$ cat src/rtl/tile_fetch_if.sv
// tile_fetch_if: bundles the tile controller handshake, the external read port
// and the tile buffer write port of tile_fetch_engine.
// slave  = the fetch engine itself, master = whatever drives it (controller,
// memory and buffer side).
interface tile_fetch_if #(
    parameter int TILE_H     = 16,
    parameter int TILE_W     = 8,
    parameter int DATA_BYTES = 2
);
    localparam int DW = 8 * DATA_BYTES;
    localparam int AW = $clog2(TILE_H * TILE_W);

    // tile controller side
    logic          tile_start;
    logic [15:0]   tile_x;
    logic [15:0]   tile_y;
    logic [31:0]   ifm_base_addr;
    logic [15:0]   H;
    logic [15:0]   W;
    logic          busy;
    logic          tile_done;
    // external read port
    logic          rd_req_valid;
    logic          rd_req_ready;
    logic [31:0]   rd_req_addr;
    logic          rd_rsp_valid;
    logic [DW-1:0] rd_rsp_data;
    // tile buffer write port
    logic          buf_wr_en;
    logic [AW-1:0] buf_wr_addr;
    logic [DW-1:0] buf_wr_data;

    modport master (
        output tile_start, tile_x, tile_y, ifm_base_addr, H, W,
        output rd_req_ready, rd_rsp_valid, rd_rsp_data,
        input  busy, tile_done, rd_req_valid, rd_req_addr,
        input  buf_wr_en, buf_wr_addr, buf_wr_data
    );

    modport slave (
        input  tile_start, tile_x, tile_y, ifm_base_addr, H, W,
        input  rd_req_ready, rd_rsp_valid, rd_rsp_data,
        output busy, tile_done, rd_req_valid, rd_req_addr,
        output buf_wr_en, buf_wr_addr, buf_wr_data
    );
endinterface

$ cat src/rtl/tile_fetch_engine.sv
// tile_fetch_engine: fetches one tile of pixels from the IFM through a
// valid/ready read port (in-order responses, bounded outstanding count) and
// writes them row-major into the tile-local buffer, then pulses tile_done.
// Optional feature macro: ZERO_PAD_EN -- when defined, a PAD state walks every
// tile position after the reads drain and writes 0 to positions outside the
// frame, so each tile produces exactly TILE_H*TILE_W buffer writes.
module tile_fetch_engine #(
    parameter int TILE_H          = 16,
    parameter int TILE_W          = 8,
    parameter int DATA_BYTES      = 2,
    parameter int MAX_OUTSTANDING = 4
) (
    input  logic        clk,
    input  logic        rst,
    tile_fetch_if.slave bus
);
    localparam int DW = 8 * DATA_BYTES;
    localparam int AW = $clog2(TILE_H * TILE_W);
    localparam int RW = $clog2(TILE_H + 1);
    localparam int CW = $clog2(TILE_W + 1);
    localparam int OW = $clog2(MAX_OUTSTANDING + 1);

    typedef enum logic [2:0] {
        S_IDLE,
        S_SETUP,
        S_ISSUE,
        S_DRAIN,
        S_DONE
`ifdef ZERO_PAD_EN
        , S_PAD
`endif
    } state_t;

    state_t        state_q, state_d;
    logic [15:0]   tile_x_q, tile_x_d;
    logic [15:0]   tile_y_q, tile_y_d;
    logic [15:0]   h_q, h_d;
    logic [15:0]   w_q, w_d;
    logic [31:0]   base_q, base_d;
    logic [31:0]   stride_q, stride_d;
    logic [RW-1:0] rows_q, rows_d;
    logic [CW-1:0] cols_q, cols_d;
    // request side position and address
    logic [RW-1:0] r_q, r_d;
    logic [CW-1:0] c_q, c_d;
    logic [31:0]   row_addr_q, row_addr_d;
    logic [31:0]   addr_q, addr_d;
    logic [OW-1:0] outst_q, outst_d;
    // response side position: row base (rr*TILE_W) and column rc
    logic [AW-1:0] rsp_base_q, rsp_base_d;
    logic [CW-1:0] rc_q, rc_d;
    // registered buffer write port
    logic          wr_en_q, wr_en_d;
    logic [AW-1:0] wr_addr_q, wr_addr_d;
    logic [DW-1:0] wr_data_q, wr_data_d;
`ifdef ZERO_PAD_EN
    localparam logic [AW:0] PAD_END = (AW+1)'(TILE_H * TILE_W);
    logic [AW:0]   pad_idx_q, pad_idx_d;
    logic [RW-1:0] pad_r_q, pad_r_d;
    logic [CW-1:0] pad_c_q, pad_c_d;
`endif

    logic          req_valid;
    logic          accept;
    logic          rsp_take;
    logic [15:0]   h_left, w_left;
    logic [RW-1:0] rows_calc;
    logic [CW-1:0] cols_calc;

    assign req_valid = (state_q == S_ISSUE) && (outst_q != OW'(MAX_OUTSTANDING));
    assign accept    = req_valid && bus.rd_req_ready;
    // a response with nothing outstanding is stray and dropped
    assign rsp_take  = bus.rd_rsp_valid && (outst_q != '0);

    assign bus.busy         = (state_q != S_IDLE);
    assign bus.tile_done    = (state_q == S_DONE);
    assign bus.rd_req_valid = req_valid;
    assign bus.rd_req_addr  = addr_q;
    assign bus.buf_wr_en    = wr_en_q;
    assign bus.buf_wr_addr  = wr_addr_q;
    assign bus.buf_wr_data  = wr_data_q;

    // Clip the tile against the frame edges using the latched origin and size.
    always_comb begin
        h_left = h_q - tile_y_q;
        w_left = w_q - tile_x_q;
        if (tile_y_q >= h_q)
            rows_calc = '0;
        else if (h_left > 16'(TILE_H))
            rows_calc = RW'(TILE_H);
        else
            rows_calc = h_left[RW-1:0];
        if (tile_x_q >= w_q)
            cols_calc = '0;
        else if (w_left > 16'(TILE_W))
            cols_calc = CW'(TILE_W);
        else
            cols_calc = w_left[CW-1:0];
    end

    // Next-state, request walk, outstanding count and buffer write generation.
    always_comb begin
        state_d    = state_q;
        tile_x_d   = tile_x_q;
        tile_y_d   = tile_y_q;
        h_d        = h_q;
        w_d        = w_q;
        base_d     = base_q;
        stride_d   = stride_q;
        rows_d     = rows_q;
        cols_d     = cols_q;
        r_d        = r_q;
        c_d        = c_q;
        row_addr_d = row_addr_q;
        addr_d     = addr_q;
        outst_d    = outst_q;
        rsp_base_d = rsp_base_q;
        rc_d       = rc_q;
        wr_en_d    = 1'b0;
        wr_addr_d  = wr_addr_q;
        wr_data_d  = wr_data_q;
`ifdef ZERO_PAD_EN
        pad_idx_d  = pad_idx_q;
        pad_r_d    = pad_r_q;
        pad_c_d    = pad_c_q;
`endif

        case ({accept, rsp_take})
            2'b10:   outst_d = outst_q + OW'(1);
            2'b01:   outst_d = outst_q - OW'(1);
            default: outst_d = outst_q;
        endcase

        // Responses arrive in request order, so a simple row/column walk
        // recovers each pixel's buffer position.
        if (rsp_take) begin
            wr_en_d   = 1'b1;
            wr_addr_d = rsp_base_q + AW'(rc_q);
            wr_data_d = bus.rd_rsp_data;
            if (rc_q == cols_q - CW'(1)) begin
                rc_d       = '0;
                rsp_base_d = rsp_base_q + AW'(TILE_W);
            end else begin
                rc_d = rc_q + CW'(1);
            end
        end

        case (state_q)
            S_IDLE: begin
                if (bus.tile_start) begin
                    tile_x_d = bus.tile_x;
                    tile_y_d = bus.tile_y;
                    h_d      = bus.H;
                    w_d      = bus.W;
                    base_d   = bus.ifm_base_addr;
                    stride_d = 32'(bus.W) * 32'(DATA_BYTES);
                    state_d  = S_SETUP;
                end
            end
            S_SETUP: begin
                rows_d     = rows_calc;
                cols_d     = cols_calc;
                r_d        = '0;
                c_d        = '0;
                row_addr_d = base_q;
                addr_d     = base_q;
                rsp_base_d = '0;
                rc_d       = '0;
`ifdef ZERO_PAD_EN
                pad_idx_d  = '0;
                pad_r_d    = '0;
                pad_c_d    = '0;
                state_d    = ((rows_calc == '0) || (cols_calc == '0)) ? S_PAD : S_ISSUE;
`else
                state_d    = ((rows_calc == '0) || (cols_calc == '0)) ? S_DONE : S_ISSUE;
`endif
            end
            S_ISSUE: begin
                if (accept) begin
                    if (c_q == cols_q - CW'(1)) begin
                        c_d        = '0;
                        row_addr_d = row_addr_q + stride_q;
                        addr_d     = row_addr_q + stride_q;
                        if (r_q == rows_q - RW'(1))
                            state_d = S_DRAIN;
                        else
                            r_d = r_q + RW'(1);
                    end else begin
                        c_d    = c_q + CW'(1);
                        addr_d = addr_q + 32'(DATA_BYTES);
                    end
                end
            end
            S_DRAIN: begin
`ifdef ZERO_PAD_EN
                if (outst_q == '0) state_d = S_PAD;
`else
                if (outst_q == '0) state_d = S_DONE;
`endif
            end
`ifdef ZERO_PAD_EN
            S_PAD: begin
                // One extra cycle at PAD_END lets the last pad write land
                // before tile_done.
                if (pad_idx_q == PAD_END) begin
                    state_d = S_DONE;
                end else begin
                    if ((pad_r_q >= rows_q) || (pad_c_q >= cols_q)) begin
                        wr_en_d   = 1'b1;
                        wr_addr_d = pad_idx_q[AW-1:0];
                        wr_data_d = '0;
                    end
                    pad_idx_d = pad_idx_q + (AW+1)'(1);
                    if (pad_c_q == CW'(TILE_W - 1)) begin
                        pad_c_d = '0;
                        pad_r_d = pad_r_q + RW'(1);
                    end else begin
                        pad_c_d = pad_c_q + CW'(1);
                    end
                end
            end
`endif
            S_DONE: state_d = S_IDLE;
            default: state_d = S_IDLE;
        endcase
    end

    // State register; reset aborts any tile in flight.
    always_ff @(posedge clk or posedge rst) begin
        if (rst) begin
            state_q    <= S_IDLE;
            tile_x_q   <= '0;
            tile_y_q   <= '0;
            h_q        <= '0;
            w_q        <= '0;
            base_q     <= '0;
            stride_q   <= '0;
            rows_q     <= '0;
            cols_q     <= '0;
            r_q        <= '0;
            c_q        <= '0;
            row_addr_q <= '0;
            addr_q     <= '0;
            outst_q    <= '0;
            rsp_base_q <= '0;
            rc_q       <= '0;
            wr_en_q    <= 1'b0;
            wr_addr_q  <= '0;
            wr_data_q  <= '0;
`ifdef ZERO_PAD_EN
            pad_idx_q  <= '0;
            pad_r_q    <= '0;
            pad_c_q    <= '0;
`endif
        end else begin
            state_q    <= state_d;
            tile_x_q   <= tile_x_d;
            tile_y_q   <= tile_y_d;
            h_q        <= h_d;
            w_q        <= w_d;
            base_q     <= base_d;
            stride_q   <= stride_d;
            rows_q     <= rows_d;
            cols_q     <= cols_d;
            r_q        <= r_d;
            c_q        <= c_d;
            row_addr_q <= row_addr_d;
            addr_q     <= addr_d;
            outst_q    <= outst_d;
            rsp_base_q <= rsp_base_d;
            rc_q       <= rc_d;
            wr_en_q    <= wr_en_d;
            wr_addr_q  <= wr_addr_d;
            wr_data_q  <= wr_data_d;
`ifdef ZERO_PAD_EN
            pad_idx_q  <= pad_idx_d;
            pad_r_q    <= pad_r_d;
            pad_c_q    <= pad_c_d;
`endif
        end
    end
endmodule

$ cat src/flat_wrapper.sv
// flat-port wrapper written by rule: the top's interface ports become plain ports
module tile_fetch_engine_flat 
#(
    parameter int TILE_H          = 16,
    parameter int TILE_W          = 8,
    parameter int DATA_BYTES      = 2,
    parameter int MAX_OUTSTANDING = 4
)
  (clk, rst, bus_tile_start, bus_tile_x, bus_tile_y, bus_ifm_base_addr, bus_H, bus_W, bus_rd_req_ready, bus_rd_rsp_valid, bus_rd_rsp_data, bus_busy, bus_tile_done, bus_rd_req_valid, bus_rd_req_addr, bus_buf_wr_en, bus_buf_wr_addr, bus_buf_wr_data);
  tile_fetch_if #(.TILE_H(TILE_H), .TILE_W(TILE_W), .DATA_BYTES(DATA_BYTES)) bus_i ();
  input  logic clk;
  input  logic rst;
  input wire logic [$bits(bus_i.tile_start)-1:0] bus_tile_start;
  input wire logic [$bits(bus_i.tile_x)-1:0] bus_tile_x;
  input wire logic [$bits(bus_i.tile_y)-1:0] bus_tile_y;
  input wire logic [$bits(bus_i.ifm_base_addr)-1:0] bus_ifm_base_addr;
  input wire logic [$bits(bus_i.H)-1:0] bus_H;
  input wire logic [$bits(bus_i.W)-1:0] bus_W;
  input wire logic [$bits(bus_i.rd_req_ready)-1:0] bus_rd_req_ready;
  input wire logic [$bits(bus_i.rd_rsp_valid)-1:0] bus_rd_rsp_valid;
  input wire logic [$bits(bus_i.rd_rsp_data)-1:0] bus_rd_rsp_data;
  output wire logic [$bits(bus_i.busy)-1:0] bus_busy;
  output wire logic [$bits(bus_i.tile_done)-1:0] bus_tile_done;
  output wire logic [$bits(bus_i.rd_req_valid)-1:0] bus_rd_req_valid;
  output wire logic [$bits(bus_i.rd_req_addr)-1:0] bus_rd_req_addr;
  output wire logic [$bits(bus_i.buf_wr_en)-1:0] bus_buf_wr_en;
  output wire logic [$bits(bus_i.buf_wr_addr)-1:0] bus_buf_wr_addr;
  output wire logic [$bits(bus_i.buf_wr_data)-1:0] bus_buf_wr_data;
  assign bus_i.tile_start = bus_tile_start;
  assign bus_i.tile_x = bus_tile_x;
  assign bus_i.tile_y = bus_tile_y;
  assign bus_i.ifm_base_addr = bus_ifm_base_addr;
  assign bus_i.H = bus_H;
  assign bus_i.W = bus_W;
  assign bus_i.rd_req_ready = bus_rd_req_ready;
  assign bus_i.rd_rsp_valid = bus_rd_rsp_valid;
  assign bus_i.rd_rsp_data = bus_rd_rsp_data;
  assign bus_busy = bus_i.busy;
  assign bus_tile_done = bus_i.tile_done;
  assign bus_rd_req_valid = bus_i.rd_req_valid;
  assign bus_rd_req_addr = bus_i.rd_req_addr;
  assign bus_buf_wr_en = bus_i.buf_wr_en;
  assign bus_buf_wr_addr = bus_i.buf_wr_addr;
  assign bus_buf_wr_data = bus_i.buf_wr_data;
  tile_fetch_engine #(.TILE_H(TILE_H), .TILE_W(TILE_W), .DATA_BYTES(DATA_BYTES), .MAX_OUTSTANDING(MAX_OUTSTANDING)) u_core (.clk(clk), .rst(rst), .bus(bus_i));
endmodule
$ cat config.mk
export PLATFORM = sky130hd
export DESIGN_NAME = tile_fetch_engine_flat
export DESIGN_NICKNAME = d
export VERILOG_FILES = /design/src/rtl/tile_fetch_if.sv /design/src/rtl/tile_fetch_engine.sv /design/src/flat_wrapper.sv
export SDC_FILE = /design/constraint.sdc
export NUM_CORES = 1
export LEC_CHECK = 0
export ABC_CLOCK_PERIOD_IN_PS = 13100
export CORE_UTILIZATION = 55
export DETAILED_ROUTE_END_ITERATION = 16
export PLACE_DENSITY = 0.8
export SLEW_MARGIN = 20
export SYNTH_ARGS = -nofsm -noshare
export SYNTH_HDL_FRONTEND = slang
export SYNTH_SLANG_ARGS = --single-unit
$ cat constraint.sdc
create_clock -name clk -period 13.1 [get_ports clk]
set_clock_uncertainty 0.1 [all_clocks]
set_input_delay 2.62 -clock clk [delete_from_list [all_inputs] [get_ports clk]]
set_output_delay 2.62 -clock clk [all_outputs]
set_load 0.005 [all_outputs]
==> flow_metrics.py <==
metrics = {
    "finish": {
        "drive_gt1_frac": 0.103,
        "n_antenna_cell": 0,
        "final_cell_mix": "216 x dfrtp_1, 175 x clkdlybuf4s50_1, 145 x nand2_1",
        "fill_cells": 1705,
        "final_common_cell": "dfrtp_1",
        "fin_nets": 1687,
        "area_growth_syn_to_layout_pct": 23.0,
    },
    "clock_network": {
        "cts_tree": "yes",
        "clk_pin_slew_ns": 0.06,
        "cts_setup_buffers": 0,
        "cts.path.max_buffers": 3,
        "htree_levels": 1,
        "clk_latency_ns": 0.53,
        "cts_buffers": 24,
        "cts_sinks": 216,
        "cts-resized-gates": 0,
        "cts_root_buf": "clkbuf_16",
        "hold_buffers": 0,
    },
    "floorplan": {
        "io_pins": 176,
        "die_area_sq_um": 23400,
        "core_area_sq_um": 22100,
        "die_h_microns": 153,
        "rows": 54,
        "dieWidth_microns": 153,
        "initial_utilization": 0.567,
    },
    "placed_design": {
        "place_congestion": 0.864,
        "port_buffers": 175,
        "dp_hpwl_mm": 22.7,
        "place_ws_ns": 7.57,
    },
    "power_and_ir_drop": {
        "peakVddDrop_mv": 0.164,
        "p_leak_uw": 0.00654,
        "fin_total_pwr_uw": 4340,
        "power_density_nw_per_um2": 282,
    },
    "grt": {
        "grt_pass1_vias": 10792,
        "grt_use_total": 0.280,
        "grt_antenna_before_repair": 0,
        "grt_first_pass_wirelength_mm": 53.7,
        "grt_max_degree": 147,
        "globalRouteOverflowTotal": 0,
    },
    "timing": {
        "grt_setup_unrepaired": "no",
        "finalWorstSetupSlack_ns": 7.55,
        "period_share": 0.424,
        "setup_viol": 0,
        "worst_pin_slew_ns": 0.949,
        "drv_slew": 0,
        "max-slew-margin-rel": 0.363,
        "fmax_mhz": 180,
        "period_needed_ns": 5.55,
        "hold_violations": 0,
        "setup_tns_ns": 0,
    },
    "worst_hold_path": {
        "hold_path_class": "flip-flop to flip-flop",
    },
    "logic_synthesis": {
        "synth_ff_type": "dfrtp_1",
        "syn_nets": 1527,
        "synth_edf_count": 0,
        "yosys_warnings": 0,
        "syn_area_sq_um": 12500,
        "synth-seq-cells": 216,
        "yosysSeqAreaShare": 0.431,
        "avgSynthCellArea_sq_um": 9.29,
        "yosysUniqueCellTypes": 69,
        "synthCells": 1349,
        "async_flop_share": 1.00,
    },
    "setup_path": {
        "arrival_ns": 2.83,
        "crit_path_max_fanout": 49,
        "cp-start-kind": "flip-flop",
        "critical_path_class": "flip-flop to output port",
        "endpoint_kind": "output port",
        "cp_data_required_time_ns": 10.38,
    },
    "job": {
        "drv_cap": 0,
    },
    "outcome": {
        "status": "finished clean",
    },
    "detailed_routing": {
        "vias": 11107,
        "wl_per_cell_microns": 18.1,
        "drc": 0,
        "via_per_inst": 6.15,
        "drt.antenna.violating_nets": 0,
        "dr.pass1.iters": 5,
        "first_iter_violations": 866,
        "wl_mm": 32.7,
    },
}
[cells in the mapped netlist (3+ instances only)]
library cell | number | share of area
a211o_1 | 4 | 0.0028
a211oi_1 | 18 | 0.011
a21o_1 | 18 | 0.011
a21oi_1 | 110 | 0.044
a221o_1 | 5 | 0.0040
a221oi_1 | 7 | 0.0049
a311oi_1 | 5 | 0.0035
a31oi_1 | 27 | 0.013
a32oi_1 | 3 | 0.0021
and2_1 | 7 | 0.0035
and3_1 | 26 | 0.013
and4_1 | 6 | 0.0042
buf_1 | 7 | 0.0021
clkbuf_1 | 49 | 0.015
dfrtp_1 | 216 | 0.43
fa_1 | 4 | 0.0064
ha_1 | 57 | 0.057
inv_1 | 69 | 0.021
mux2_2 | 85 | 0.076
mux2i_1 | 3 | 0.0024
nand2_1 | 145 | 0.043
nand2b_1 | 13 | 0.0065
nand3_1 | 45 | 0.018
nand3b_1 | 3 | 0.0018
nand4_1 | 22 | 0.011
nor2_1 | 101 | 0.030
nor2b_1 | 4 | 0.0020
nor3_1 | 23 | 0.0092
nor4_1 | 6 | 0.0030
o211ai_1 | 8 | 0.0048
o21a_1 | 6 | 0.0036
o21ai_0 | 94 | 0.038
o21ai_1 | 7 | 0.0028
o22a_1 | 8 | 0.0056
o22ai_1 | 20 | 0.010
o31a_1 | 3 | 0.0021
o31ai_1 | 7 | 0.0042
or2_2 | 3 | 0.0015
or3_1 | 4 | 0.0020
xnor2_1 | 32 | 0.022
xor2_1 | 34 | 0.024
[final cells by class]
cell class              instances  area [sq um]  share of cell area
multi-input cells            1008          6680               0.434
repair buffers                190          1880               0.122
inverters                      69           267              0.0173
clock inverters                13           149             0.00966
clock buffers                  30           674              0.0438
flip-flops and latches        216          5410               0.351
well taps                     280           350              0.0227
[report_power, final]
part           total, uW  internal [uW]  switching, uW  leakage [uW]
Sequential          1240            967            275       0.00261
Clock                701            423            277      0.000406
Combinational       2400           1070           1330       0.00352
[cells by family after synthesis]
group,count (synthesis),synth area share
AO/OA/AOI/OAI,379,0.190
buffers and inverters,125,0.0374
adder cells (fa/ha/maj),61,0.0633
flip-flops,216,0.431
XOR/XNOR,66,0.0461
AND/OR/NAND/NOR,414,0.153
multiplexers,88,0.0788
[worst max-delay path, cell delays in order, from the launching register on]
cell and delay [ns]:
dfrtp_1 0.49, or3b_2 0.47, buf_4 0.32, a31oi_1 0.43, clkdlybuf4s50_1 0.60
[metrics by stage]
step                cells  hold slack (ns)  utilization  area, sq um
finish               1806            0.393        0.698        15400
global route         1806            0.416        0.698        15400
CTS                  1805            0.392        0.696        15400
detailed placement   1762            0.378        0.659        14600
global placement     1762            0.359        0.659        14600
floorplan            1349            0.347            -        12500
[sequential cells by signal, indices dropped and copies added, names as in the netlist, 7 cells and up]
register / flops
u_core.tile_x_q: 16
u_core.h_q: 16
u_core.row_addr_q: 32
u_core.tile_y_q: 16
u_core.bus.buf_wr_data: 16
u_core.base_q: 32
u_core.bus.rd_req_addr: 32
u_core.bus.buf_wr_addr: 7
u_core.stride_q: 16
[final timing paths]
path | startpoint | endpoint | slack, ns | depth (start not counted)
setup / recovery | u_core.state_q[1] | bus_rd_req_valid | 7.55 | 4
hold / removal | u_core.outst_q[0] | u_core.outst_q[0] | 0.39 | 1
setup reg to reg | u_core.state_q[1] | u_core.row_addr_q[18] | 8.87 | 11
hold reg to reg | u_core.outst_q[0] | u_core.outst_q[0] | 0.39 | 1
max in group asynchronous | rst | u_core.bus.rd_req_addr[20] | 8.79 | 4
min in group asynchronous | rst | u_core.base_q[23] | 2.38 | 2
[layer usage]
| metal | wire [microns] | track usage | part of all wire |
|---|---|---|---|
| met3 | 2260 | 0.0462 | 0.069 |
| met1 | 14000 | 0.379 | 0.43 |
| met2 | 15500 | 0.457 | 0.47 |
| met5 | 0 | 0 | 0 |
| met4 | 966 | 0.102 | 0.030 |
Note: power is estimated with default switching activity, not from simulation.
